===== src/rtl/mem_port_arbiter.sv =====
// rtl/mem_port_arbiter.sv - round-robin arbiter sharing one synchronous memory between fetch and data ports
module mem_port_arbiter #(
  parameter int ADDR_WIDTH = 16,
  parameter int RD_LATENCY = 1
) (
  input  logic                  clk,
  input  logic                  reset,
  input  logic                  i_req,
  input  logic [ADDR_WIDTH-1:0] i_addr,
  output logic                  i_gnt,
  output logic                  i_rvalid,
  output logic [31:0]           i_rdata,
  input  logic                  d_req,
  input  logic [ADDR_WIDTH-1:0] d_addr,
  input  logic [3:0]            d_wmask,
  input  logic [31:0]           d_wdata,
  output logic                  d_gnt,
  output logic                  d_rvalid,
  output logic [31:0]           d_rdata,
  output logic                  mem_en,
  output logic [ADDR_WIDTH-1:0] mem_addr,
  output logic [3:0]            mem_wmask,
  output logic [31:0]           mem_wdata,
  input  logic [31:0]           mem_rdata
);

  localparam int CNT_W = $clog2(RD_LATENCY + 1);
  localparam logic [CNT_W-1:0] CNT_LAST = CNT_W'(RD_LATENCY - 1);

  typedef enum logic {IDLE, WAIT} state_t;

  state_t           state_q, state_d;
  logic             owner_q, owner_d;
  logic             last_q, last_d;
  logic [CNT_W-1:0] cnt_q, cnt_d;
  logic             win;

  // Byte-offset bits never reach the memory; the requester owns alignment.
  logic unused_addr_bits;
  assign unused_addr_bits = ^{i_addr[1:0], d_addr[1:0]};

  always_comb begin
    state_d   = state_q;
    owner_d   = owner_q;
    last_d    = last_q;
    cnt_d     = cnt_q;
    win       = 1'b0;
    i_gnt     = 1'b0;
    d_gnt     = 1'b0;
    i_rvalid  = 1'b0;
    d_rvalid  = 1'b0;
    i_rdata   = 32'd0;
    d_rdata   = 32'd0;
    mem_en    = 1'b0;
    mem_addr  = '0;
    mem_wmask = 4'd0;
    mem_wdata = 32'd0;
    // Every output is gated by reset so nothing leaks out while it is held.
    if (reset) begin
      if (state_q == IDLE) begin
        if (i_req || d_req) begin
          // win: 0 = fetch, 1 = data; on contention the port not served last wins.
          win       = (i_req && d_req) ? ~last_q : d_req;
          i_gnt     = ~win;
          d_gnt     = win;
          mem_en    = 1'b1;
          mem_addr  = win ? {d_addr[ADDR_WIDTH-1:2], 2'b00}
                          : {i_addr[ADDR_WIDTH-1:2], 2'b00};
          mem_wmask = win ? d_wmask : 4'd0;
          mem_wdata = win ? d_wdata : 32'd0;
          state_d   = WAIT;
          cnt_d     = '0;
          owner_d   = win;
          last_d    = win;
        end
      end else begin
        if (cnt_q == CNT_LAST) begin
          i_rvalid = ~owner_q;
          d_rvalid = owner_q;
          i_rdata  = owner_q ? 32'd0 : mem_rdata;
          d_rdata  = owner_q ? mem_rdata : 32'd0;
          state_d  = IDLE;
          cnt_d    = '0;
        end else begin
          cnt_d = cnt_q + CNT_W'(1);
        end
      end
    end
  end

  always_ff @(posedge clk) begin
    if (!reset) begin
      state_q <= IDLE;
      owner_q <= 1'b0;
      last_q  <= 1'b1;
      cnt_q   <= '0;
    end else begin
      state_q <= state_d;
      owner_q <= owner_d;
      last_q  <= last_d;
      cnt_q   <= cnt_d;
    end
  end

endmodule


===== config.mk =====
export PLATFORM = sky130hd
export DESIGN_NAME = mem_port_arbiter
export DESIGN_NICKNAME = d
export VERILOG_FILES = /design/src/rtl/mem_port_arbiter.sv
export SDC_FILE = /design/constraint.sdc
export NUM_CORES = 1
export LEC_CHECK = 0
export ABC_AREA = 1
export BUFFER_PORTS_ARGS = -buffer_cell sky130_fd_sc_hd__buf_4
export CORE_AREA = 5 5 83 85
export CTS_BUF_LIST = sky130_fd_sc_hd__clkbuf_8
export DETAILED_ROUTE_END_ITERATION = 7
export DIE_AREA = 0 0 88 90
export GPL_ROUTABILITY_DRIVEN = 0
export MAX_ROUTING_LAYER = met4
export PLACE_DENSITY = 0.72
export SLEW_MARGIN = 5
export SYNTH_ARGS = -nofsm -noshare
export SYNTH_HDL_FRONTEND = slang
export SYNTH_SLANG_ARGS = --single-unit
export TNS_END_PERCENT = 10

===== constraint.sdc =====
create_clock -name clk -period 1.1 [get_ports clk]
set_input_delay 0.22 -clock clk [delete_from_list [all_inputs] [get_ports clk]]
set_output_delay 0.22 -clock clk [all_outputs]
set_load 0.005 [all_outputs]

# --- Yosys cells after proc, flatten, opt, wreduce, memory -nomap -nowiden ---
# Cells that the tools add are included.
word_totals:
  output_inout_bits: 121
  register_bits: 4
  input_bits: 104
op_classes:
  n_mux: 41
  bitwise_logic: 4
  n_addsub: 1
  reduce_logical: 4
ops:
  columns: ["op", "count"]
  rows:
  - ["two-way mux 32 bit", 12]
  - ["two-way mux 16 bit", 4]
  - ["two-way mux 1 bit", 21]
  - ["two-way mux 4 bit", 4]
  - ["NOT 1 bit", 4]
  - ["AND reduction 2 bit", 1]
  - ["nonzero test 2 bit", 1]
  - ["adder 1 bit (second input constant)", 1]
  - ["logical AND 1 bit", 1]
  - ["logical OR 1 bit", 1]

# --- Logic depth before layout (Yosys ltp) ---
logic_depth:
  word_depth: 6
  mapped_depth: 6
  mapped_depth_nobuf: 5

# --- Least setup slack after synthesis ---
# Ideal clock, no wire load.
synth_timing:
  kind: "reg2out"
  from: "register state_q"
  to: "output port mem_wdata[0]"
  arrival_time_ns: 0.974
  stages_incl_launch_ff: 7
  setup_slack_ns: -0.094
  path_buffers: 1
  cell_sequence: "dfxtp_1 inv_1 nand2_4 nor2_8 inv_4 buf_12 nor2_4"
synth_via:
  elab_chain_len: 2
synth_lines:
  columns: ["element", "line", "text"]
  rows:
  - ["from (decl)", "32", "state_t state_q, state_d;"]
  - ["from (signal assigned)", "98", "state_q <= state_d;"]
  - ["two-way mux 32 bit", "60", "if (state_q == IDLE) begin"]
  - ["two-way mux 32 bit", "59", "if (reset) begin"]
  - ["to (decl)", "23", "output logic [31:0] mem_wdata,"]
# Every way passes these cells.

# --- Worst setup path after layout ---
layout_timing:
  from: "register state_q"
  to: "output port mem_wmask[2]"
layout_via:
  elab_chain_len: 2
layout_lines:
  columns: ["element", "line", "text"]
  rows:
  - ["two-way mux 4 bit", "60", null]
  - ["two-way mux 4 bit", "59", null]
  - ["to (decl)", "22", "output logic [3:0] mem_wmask,"]
# Every way passes these cells.

==> results.txt <==
Worst EP arrival - 1280 ps
htree depth - 1
register bit total from synthesis - 3
clock latency on the worst-skew pair - 220 ps
clock sinks - 3
P&R area growth vs syn - 149%
CTS tree - yes
# port buffers - 218
Post-Layout Cell Count - 581
layout cell share with drive strength beyond 1 - 60.5%
drt wl/cell - 11.5 um
Syn Area/Cell - 4.90 um^2
fmax - 0.666 GHz
Period minus WS final - 1500 ps
via count - 2,319
die width - 88 um
final wirelength - 6690 um
Leak Pwr - 0.00219 uW
VDD IR-drop max - 240 uV
unrepaired setup endpoints after global routing - yes
Core Area - 6130 um^2
Post-route DRC - 0
synth top area cells - nor2_1 24%, inv_1 23%, nor2_4 16%
gr usage total - 15.8%
final setup fails - 119
vias in the first global route - 2,281
Clock Tree Buf Depth - 2
clk root buf - clkbuf_8
Max Cap Viol - 0
CP startpoint kind - flip-flop
Yosys warnings - 0
routed vias/inst - 3.99
clock slew at reported path FFs - 30 ps
final net count - 609
number of CTS-inserted buffers - 3
Final Hold Viols - 0
final setup margin - -401 ps
post-route cell area - 3400 um^2
HP Class - in2reg
placed cell areas - 3100 um^2
count leader, synth - nor2_1
Clock Skews - 0.370 ps
critical path peak fanout - 18
Die Span Y - 90 um
CP required - 880 ps
DR iter-0 viols - 31
hold slack - 254 ps
Unique masters post-synth - 20
Detailed Place HPWL - 5520 um
# hold bufs at CTS - 0
Rows - 29
Slew Viols, Final - 0
Initial Util - 22.3%
WS Path Type - reg2out
total grt overflow - 0
CP Capture Type - primary output
Synth async-reset ratio - 0%
Post-DRT Antenna Nets - 0
Mapped Area - 1370 um^2
largest net degree at the start of global routing - 34
area leader, netlist - nor2_1
die area - 7920 um^2
Post-synth EDFFs - 0
status - finished with violations
post-synthesis sequential area ratio - 4.40%
Synth Instances - 279
antenna cells - 0
Total Power - 1430 uW
io pins - 225
Pre-antenna DRT Iters - 4
ys flop type - dfxtp_1
placed insts - 571
power density over the cells - 421 nW/um^2
first-pass GRT wire length - 10,000 um
Final Cycle Share - 136%
failing checks - setup timing
Synth top area share - 24.2%
initial antenna violation count - 0
Post-synth top cells - 88 x nor2_1, 85 x inv_1, 47 x nand2_1, 19 x nor2_4, 11 x nor2_2
[worst max-delay path: stages, from the launching register on]
cell     delay (ps)
dfxtp_2         320
inv_2            70
nand2_4          80
nor2_8          150
buf_12          160
inv_16           80
nor2_4           80
buf_4           110
[layout make-up]
cell class | count | area, um^2
Timing Repair inverter | 1 | 20.0
Multi-Input combinational cell | 176 | 966
Inverter | 87 | 350
Fill cell | 607 | 2730
Tap cell | 77 | 96.3
Clock buffer | 3 | 41.3
Timing Repair Buffer | 233 | 1860
Clock inverter | 1 | 3.75
Sequential cell | 3 | 63.8
[metal layers]
metal | part of all wire [%] | global-route usage [%] | routed length, um
met5 | 0 | - | 0
met4 | 0.94 | 3.84 | 63
met3 | 13 | 4.57 | 900
met2 | 54 | 30.3 | 3610
met1 | 32 | 14.9 | 2120
[what timing repair did]
action,CTS,global route
cloned,2,0
endpoints found under the setup margin,120,120
resized for setup,44,22
pin swaps,5,4
setup buffers,4,2
endpoints found under the hold margin,0,0
[report_power, final]
part	switching, uW	internal, uW	leakage (uW)
combinational	430	559	0.00214
sequential	10.3	121	0.0000253
clock	76.6	238	0.0000269
total	516	918	0.00219
[cell usage in the layout (no fill, tap or decap), types with 2 or more instances in the layout]
master    netlist  routed
buf_4           3     212
inv_1          85      85
nor2_1         88      69
nand2_1        47      38
nor2_2         11      27
nor2_4         19      22
buf_6           1      17
nand2_2         0       8
buf_12          2       4
nand3_1         4       3
clkbuf_8        0       3
dfxtp_2         0       3
nand2_4         1       2
inv_16          0       2
conb_1          1       2
[metrics by stage]
stage               setup TNS [ps]  setup WS (ps)  utilization [%]
finish                      -35670           -401             55.5
global route                -44020           -468             55.5
global placement            -20970           -332             50.5
detailed placement          -24080           -376             50.5
CTS                         -37050           -411             55.0
floorplan                    -1520          -45.3                -
[final timing paths]
path | from | slack [ps] | cells after the start | to
max reg2reg | last_q | 40 | 6 | owner_q
min reg2reg | last_q | 490 | 2 | last_q
min | reset | 250 | 2 | last_q
max | state_q | -400 | 7 | mem_wmask[2]
[sequential cells by signal (all words and copies together), names as in the netlist]
signal and cells:
last_q 1, owner_q 1, state_q 1
[kinds of logic (layout without fill, tap and decap cells)]
kind of cell           count (synthesis)  after routing  synth area share [%]
and+or+nand+nor                      172            172                  62.0
buffers and inverters                101            325                  32.1
DFF                                    3              3                  4.40
AOI/OAI and AO/OA                      2              2                  1.19
other                                  1              2                 0.274
Power figures use the tool's default switching activity.
